File: src/rtl/keypad_pkg.sv
// Shared types and helpers for the keypad scanner: key codes, scan row states,
// matrix position to code mapping and digit one-hot decode.
package keypad_pkg;

  typedef logic [3:0] key_code_t;

  typedef enum logic [1:0] {
    StRow0,
    StRow1,
    StRow2,
    StRow3
  } scan_row_e;

  localparam key_code_t KEY_STAR = 4'd10;
  localparam key_code_t KEY_HASH = 4'd11;
  localparam key_code_t KEY_NONE = 4'd15;

  // Rows 0-2 carry digits 1-9; row 3 is '*' '0' '#'.
  function automatic key_code_t row_col_to_code(input logic [1:0] row, input logic [1:0] col);
    key_code_t code;
    if (row == 2'd3) begin
      case (col)
        2'd0:    code = KEY_STAR;
        2'd1:    code = 4'd0;
        default: code = KEY_HASH;
      endcase
    end else begin
      code = ({2'b00, row} << 1) + {2'b00, row} + {2'b00, col} + 4'd1;
    end
    return code;
  endfunction

  function automatic logic [9:0] code_to_onehot(input key_code_t code);
    logic [9:0] oh;
    for (int i = 0; i < 10; i++) begin
      oh[i] = (code == key_code_t'(i));
    end
    return oh;
  endfunction

endpackage

File: src/rtl/kp_debounce.sv
// Per-frame stability filter: a new value is accepted once it has been seen on
// DEBOUNCE_CNT consecutive enabled samples.
module kp_debounce #(
  parameter int unsigned      WIDTH        = 4,
  parameter int unsigned      DEBOUNCE_CNT = 3,
  parameter logic [WIDTH-1:0] RESET_VAL    = '0
) (
  input  logic             clock_i,
  input  logic             reset_i,
  input  logic             en_i,
  input  logic [WIDTH-1:0] data_i,
  output logic [WIDTH-1:0] data_o,
  output logic             changed_o
);

  localparam int unsigned    CntW   = (DEBOUNCE_CNT < 1) ? 1 : $clog2(DEBOUNCE_CNT + 1);
  localparam logic [CntW-1:0] CntMax = CntW'(DEBOUNCE_CNT);

  logic [WIDTH-1:0] cand_q, cand_d;
  logic [WIDTH-1:0] acc_q, acc_d;
  logic [CntW-1:0]  cnt_q, cnt_d;
  logic             chg_q, chg_d;

  always_comb begin
    cand_d = cand_q;
    cnt_d  = cnt_q;
    acc_d  = acc_q;
    chg_d  = 1'b0;
    if (en_i) begin
      if (data_i == cand_q) begin
        if (cnt_q != CntMax) cnt_d = cnt_q + 1'b1;
      end else begin
        cand_d = data_i;
        cnt_d  = CntW'(1);
      end
      if ((cnt_d == CntMax) && (cand_d != acc_q)) begin
        acc_d = cand_d;
        chg_d = 1'b1;
      end
    end
  end

  always_ff @(posedge clock_i or posedge reset_i) begin
    if (reset_i) begin
      cand_q <= RESET_VAL;
      acc_q  <= RESET_VAL;
      cnt_q  <= '0;
      chg_q  <= 1'b0;
    end else begin
      cand_q <= cand_d;
      acc_q  <= acc_d;
      cnt_q  <= cnt_d;
      chg_q  <= chg_d;
    end
  end

  assign data_o    = acc_q;
  assign changed_o = chg_q;

endmodule

File: src/rtl/keypad_scanner.sv
// 4x3 keypad scanner with debounced key code and STOP button for the microwave core.
// KEYPAD_PULSE_EN: when defined, keypad_o pulses for one cycle instead of holding the level.
module keypad_scanner
  import keypad_pkg::*;
#(
  parameter int unsigned SCAN_DIV     = 4,
  parameter int unsigned DEBOUNCE_CNT = 3
) (
  input  logic       clock_i,
  input  logic       reset_i,
  input  logic [2:0] cols_n_i,
  input  logic       stop_btn_n_i,
  output logic [3:0] rows_n_o,
  output logic [9:0] keypad_o,
  output logic       startn_o,
  output logic       clearn_o,
  output logic       stopn_o,
  output logic       key_valid_o
);

  localparam int unsigned     DivW    = (SCAN_DIV > 1) ? $clog2(SCAN_DIV) : 1;
  localparam logic [DivW-1:0] DivLast = DivW'(SCAN_DIV - 1);

  localparam logic [1:0] HitsNone = 2'd0;
  localparam logic [1:0] HitsOne  = 2'd1;
  localparam logic [1:0] HitsMany = 2'd2;

  logic [2:0] cols_s1_q, cols_s2_q;
  logic       stop_s1_q, stop_s2_q;

  always_ff @(posedge clock_i or posedge reset_i) begin
    if (reset_i) begin
      cols_s1_q <= 3'b111;
      cols_s2_q <= 3'b111;
      stop_s1_q <= 1'b1;
      stop_s2_q <= 1'b1;
    end else begin
      cols_s1_q <= cols_n_i;
      cols_s2_q <= cols_s1_q;
      stop_s1_q <= stop_btn_n_i;
      stop_s2_q <= stop_s1_q;
    end
  end

  scan_row_e       row_q, row_d;
  logic [DivW-1:0] cnt_q, cnt_d;
  logic            sample, frame_end;

  assign sample    = (cnt_q == DivLast);
  assign frame_end = sample && (row_q == StRow3);

  always_comb begin
    row_d    = row_q;
    cnt_d    = sample ? '0 : cnt_q + 1'b1;
    rows_n_o = 4'b1110;
    unique case (row_q)
      StRow0: begin rows_n_o = 4'b1110; if (sample) row_d = StRow1; end
      StRow1: begin rows_n_o = 4'b1101; if (sample) row_d = StRow2; end
      StRow2: begin rows_n_o = 4'b1011; if (sample) row_d = StRow3; end
      StRow3: begin rows_n_o = 4'b0111; if (sample) row_d = StRow0; end
    endcase
  end

  always_ff @(posedge clock_i or posedge reset_i) begin
    if (reset_i) begin
      row_q <= StRow0;
      cnt_q <= '0;
    end else begin
      row_q <= row_d;
      cnt_q <= cnt_d;
    end
  end

  // Frame accumulation: any frame with zero or several pressed keys reports KEY_NONE.
  logic [1:0] hits_q, hits_d, hits_acc;
  key_code_t  code_q, code_d, code_acc, frame_code;
  logic       row_one, row_many;
  logic [1:0] row_col;

  always_comb begin
    row_one  = 1'b0;
    row_many = 1'b0;
    row_col  = 2'd0;
    case (cols_s2_q)
      3'b110:  begin row_one = 1'b1; row_col = 2'd0; end
      3'b101:  begin row_one = 1'b1; row_col = 2'd1; end
      3'b011:  begin row_one = 1'b1; row_col = 2'd2; end
      3'b111:  ;
      default: row_many = 1'b1;
    endcase

    hits_acc = hits_q;
    code_acc = code_q;
    if (row_many) begin
      hits_acc = HitsMany;
    end else if (row_one) begin
      hits_acc = (hits_q == HitsNone) ? HitsOne : HitsMany;
      code_acc = row_col_to_code(row_q, row_col);
    end
    frame_code = (hits_acc == HitsOne) ? code_acc : KEY_NONE;

    hits_d = hits_q;
    code_d = code_q;
    if (frame_end) begin
      hits_d = HitsNone;
      code_d = KEY_NONE;
    end else if (sample) begin
      hits_d = hits_acc;
      code_d = code_acc;
    end
  end

  always_ff @(posedge clock_i or posedge reset_i) begin
    if (reset_i) begin
      hits_q <= HitsNone;
      code_q <= KEY_NONE;
    end else begin
      hits_q <= hits_d;
      code_q <= code_d;
    end
  end

  key_code_t key_acc;
  logic      key_chg, stop_acc, stop_chg;

  kp_debounce #(
    .WIDTH       (4),
    .DEBOUNCE_CNT(DEBOUNCE_CNT),
    .RESET_VAL   (KEY_NONE)
  ) u_key_db (
    .clock_i  (clock_i),
    .reset_i  (reset_i),
    .en_i     (frame_end),
    .data_i   (frame_code),
    .data_o   (key_acc),
    .changed_o(key_chg)
  );

  kp_debounce #(
    .WIDTH       (1),
    .DEBOUNCE_CNT(DEBOUNCE_CNT),
    .RESET_VAL   (1'b1)
  ) u_stop_db (
    .clock_i  (clock_i),
    .reset_i  (reset_i),
    .en_i     (frame_end),
    .data_i   (stop_s2_q),
    .data_o   (stop_acc),
    .changed_o(stop_chg)
  );

  logic [9:0] keypad_q, keypad_d;
  logic       startn_q, startn_d, clearn_q, clearn_d, stopn_q, stopn_d;
  logic       valid_q, valid_d;

  always_comb begin
    valid_d  = key_chg && (key_acc != KEY_NONE);
`ifdef KEYPAD_PULSE_EN
    keypad_d = valid_d ? code_to_onehot(key_acc) : '0;
`else
    keypad_d = code_to_onehot(key_acc);
`endif
    startn_d = (key_acc != KEY_HASH);
    clearn_d = (key_acc != KEY_STAR);
    stopn_d  = stop_chg ? stop_acc : stopn_q;
  end

  always_ff @(posedge clock_i or posedge reset_i) begin
    if (reset_i) begin
      keypad_q <= '0;
      startn_q <= 1'b1;
      clearn_q <= 1'b1;
      stopn_q  <= 1'b1;
      valid_q  <= 1'b0;
    end else begin
      keypad_q <= keypad_d;
      startn_q <= startn_d;
      clearn_q <= clearn_d;
      stopn_q  <= stopn_d;
      valid_q  <= valid_d;
    end
  end

  assign keypad_o    = keypad_q;
  assign startn_o    = startn_q;
  assign clearn_o    = clearn_q;
  assign stopn_o     = stopn_q;
  assign key_valid_o = valid_q;

endmodule

File: config.mk
export PLATFORM = sky130hd
export DESIGN_NAME = keypad_scanner
export DESIGN_NICKNAME = d
export VERILOG_FILES = /design/src/rtl/keypad_pkg.sv /design/src/rtl/kp_debounce.sv /design/src/rtl/keypad_scanner.sv
export SDC_FILE = /design/constraint.sdc
export NUM_CORES = 1
export LEC_CHECK = 0
export ABC_AREA = 0
export CORE_ASPECT_RATIO = 0.5
export CORE_MARGIN = 2
export CORE_UTILIZATION = 55
export CTS_CLUSTER_DIAMETER = 200
export DETAILED_ROUTE_END_ITERATION = 8
export MAX_ROUTING_LAYER = met4
export PLACE_DENSITY_LB_ADDON = 0.25
export SLEW_MARGIN = 0
export SYNTH_ARGS = -nofsm -noshare
export SYNTH_HDL_FRONTEND = slang
export SYNTH_SLANG_ARGS = --single-unit
export TNS_END_PERCENT = 100
File: constraint.sdc
create_clock -name clock_i -period 12.95 [get_ports clock_i]
set_input_delay 1.9425 -clock clock_i [delete_from_list [all_inputs] [get_ports clock_i]]
set_output_delay 1.9425 -clock clock_i [all_outputs]
set_load 0.05 [all_outputs]
==> impl_metrics.toml <==
[yosys]
synth-main-ff-cell = "dfstp_2"
synth-simple-area-share_pct = 17.5
ys_ff_latch = 48
synth_area_leaders = "dfstp_2 (26%), dfrtp_1 (23%), ha_1 (5.9%), nor2_1 (3.4%), nand2_1 (3.1%)"
synth_compound_area_share_pct = 14.1
synth.cell_area_mm2 = 0.00253
synth_top_family_by_area = "simple AND/OR/NAND/NOR gates"
syn_area_per_cell_um2 = 10.6
synth_largest_area_cell = "dfstp_2"
synth_edf_count = 0
yosysTopAreaCellShare_pct = 25.9
yosys.area_share.adder_pct = 7.91
synth_seq_area_share_pct = 48.7
synth_cell_types = 55
syn_inst = 239
syn_nets = 259
ys_async_sr_fraction_pct = 100
synth.area.mux_share_pct = 3.16
yosysWarnings = 0
synth_xor_area_share_pct = 2.37

[detailed_routing]
drt-initial-drc-count = 51
wl_per_cell_um = 14.5
routed_wl_um = 4550
post-route-drc-count = 0
routed-via-count = 1756
firstDrtPassIters = 4
drtAntennaViolNets = 0
avgViaCountPerCell = 5.61

[timing]
hold_violations = 0
hold_slack_ps = 361
max-slew-margin-rel_pct = 45.9
setup_viol = 0
slew_viol_final = 0
rsz0062_at_grt = "no"
tightest_slew_ps = 810
setup_tns_ps = 0
clock.fmax_mhz = 211
fin_crit_sh_pct = 36.5
min_period_ps = 4730
fin_worst_skew_ps = 7.15

[global_route]
grt_pass1_wl_um = 8000
grt_remaining_overflow = 0
grt_util_met3_pct = 4.97
use_met1_pct = 25.0
gr-max-usage-layer = "met2"
grt_pass1_vias = 1815
grt_usage_pct = 20.3
met2_usage_pct = 32.9
antenna_found_initial = 0
grt_max_degree = 49

[power_and_ir_drop]
powerDensity_mw_per_mm2 = 125
fin_total_pwr_uw = 354
p_leak_uw = 0.00118
ir_worst_vdd_mv = 0.101

[placement]
dpl.hpwl_um = 3150
port_buffers = 23
gp_congestion = 0.815

[outcome]
status = "finished clean"

[final_layout]
layout.nets = 275
antenna_cells = 0
drive_gt1_share_pct = 19.9
area_delta_synth_final_pct = 12.2

[clocking]
numCtsBuffers = 5
clockBufferDepth = 2
cts_setup_buffers = 0
cts_sinks = 48
ctsHoldBuffers = 0
clk_latency_ps = 300
cts_tree = "yes"
clk_pin_slew_worst_paths_ps = 90
htree_levels = 2
cts_resized = 0
clockRootBuffer = "clkbuf_8"

[worst_setup_path]
critical_path_required_ps = 13190
cp-end-kind = "register"
cp_max_fo = 19
criticalPathCategory = "register to register"
worstSetupStartpointType = "register"
cp.arrival_ps = 4970

[floorplanning]
dieArea_mm2 = 0.00520
fp.dieH_um = 52.0
start_util_pct = 57.5
io_pins = 24
rows = 17
die_x_um = 100
core_mm2 = 0.00440

[hold_path]
hp-class = "register to register"

[flow_run]
max-cap-violations = 0
synthesized netlist by cell type, drive strengths merged (3+ instances only):
library cell and n:
o21ai 10, a21oi 10, clkbuf 8, nor3 12
a211oi 3, o22a 3, mux2 5, dfrtp 23
nor2 24, dfstp 25, xor2 3, nand2b 5
nand3 4, xnor2 3, nor4b 3, o22ai 4
inv 16, ha 12, nand2 21, buf 7
nor4 3
logic make-up after synthesis:
family | Yosys count
fa+ha+maj | 15
compound gates | 45
simple gates | 87
flops | 48
buf+inv | 31
xor+xnor | 6
mux | 7
cells in the final DEF (no fill, tap or decap), types with 2 or more instances in the layout:
| cell type | synthesis | layout |
|---|---|---|
| nor2_1 | 23 | 23 |
| a21oi_2 | 2 | 2 |
| clkbuf_8 | 1 | 6 |
| nand3b_1 | 2 | 2 |
| nand3_1 | 4 | 4 |
| nor3_1 | 12 | 12 |
| o22ai_1 | 4 | 4 |
| fa_1 | 2 | 2 |
| and4b_1 | 2 | 2 |
| nor4b_1 | 3 | 3 |
| nand2_1 | 21 | 21 |
| dfstp_2 | 25 | 25 |
| xnor2_1 | 2 | 2 |
| a21oi_1 | 8 | 8 |
| xor2_1 | 3 | 3 |
| nand2b_1 | 5 | 5 |
| ha_1 | 12 | 12 |
| nor2b_1 | 2 | 2 |
| or2_2 | 2 | 2 |
| o21ai_0 | 10 | 10 |
| a211oi_1 | 2 | 2 |
| mux2_2 | 4 | 4 |
| nor4_1 | 3 | 3 |
| mux2i_1 | 2 | 2 |
| inv_1 | 16 | 15 |
| or3_1 | 2 | 2 |
| o22a_1 | 3 | 3 |
| dfrtp_1 | 23 | 23 |
| clkdlybuf4s50_1 | 0 | 23 |
| nand4b_1 | 2 | 2 |
| a31oi_1 | 2 | 2 |
| clkinvlp_4 | 0 | 2 |
path summary, 6_finish.rpt:
path	start	end	slack [ps]	depth (start not counted)
max in group asynchronous	reset_i	code_q[2]$_DFFE_PP1P_	10450	3
hold / removal	cols_s1_q[1]$_DFF_PP1_	cols_s2_q[1]$_DFF_PP1_	360	0
min in group asynchronous	reset_i	key_valid_o$_DFF_PP0_	2120	3
hold reg to reg	cols_s1_q[1]$_DFF_PP1_	cols_s2_q[1]$_DFF_PP1_	360	0
setup / recovery	cols_s2_q[1]$_DFF_PP1_	u_key_db.data_o[2]$_DFFE_PP1P_	8220	15
setup reg to reg	cols_s2_q[1]$_DFF_PP1_	u_key_db.data_o[2]$_DFFE_PP1P_	8220	15
routing by layer:
layer	vias up	wire [um]
met3	9	159
met1	861	2180
met2	29	2130
met5	-	0
li1	857	-
met4	0	82
where the power goes:
part | internal (uW) | switching, uW | total [uW]
clock network | 43.2 | 49.2 | 92.4
logic | 29.4 | 46.9 | 76.4
registers | 168 | 17.1 | 185
total | 240 | 113 | 354
flip-flops by register name, summed over array words and instances (netlist names), 2 cells and up:
| register | cells |
|---|---|
| cnt_q | 2 |
| code_q | 4 |
| cols_s1_q | 3 |
| cols_s2_q | 3 |
| hits_q | 2 |
| keypad_o | 10 |
| row_q | 2 |
| u_key_db.cand_q | 4 |
| u_key_db.cnt_q | 2 |
| u_key_db.data_o | 4 |
| u_stop_db.cnt_q | 2 |
cell type report:
class / count / area (um^2)
Multi-Input combinational cell: 160 / 1140
Clock inverter: 2 / 15.0
Inverter: 16 / 60.1
Fill cell: 343 / 1560
Timing Repair Buffer: 24 / 238
Clock buffer: 6 / 82.6
Sequential cell: 48 / 1230
Tap cell: 57 / 71.3
per-stage QoR:
step / instance area, um^2 / worst slack (ps) / std cells / utilization (%)
final: 2840 / 8220 / 313 / 64.5
after global routing: 2840 / 7910 / 313 / 64.5
after CTS: 2840 / 8210 / 313 / 64.5
after detailed placement: 2740 / 8220 / 305 / 62.3
after global placement: 2740 / 8400 / 305 / 62.3
after floorplan: 2530 / 8690 / 239 / -
critical path: stages, from the launching register on:
cell and delay (ps):
dfstp_2 750, nand2_1 150, or2_2 310, fa_1 490, inv_1 40, ha_1 180
inv_1 70, fa_1 440, nor2_1 130, and4bb_2 250, or3_1 530, xnor2_1 180
nor4_1 240, o32ai_2 190, a211oi_4 370, mux2_4 330
Note: power is estimated with default switching activity, not from simulation.
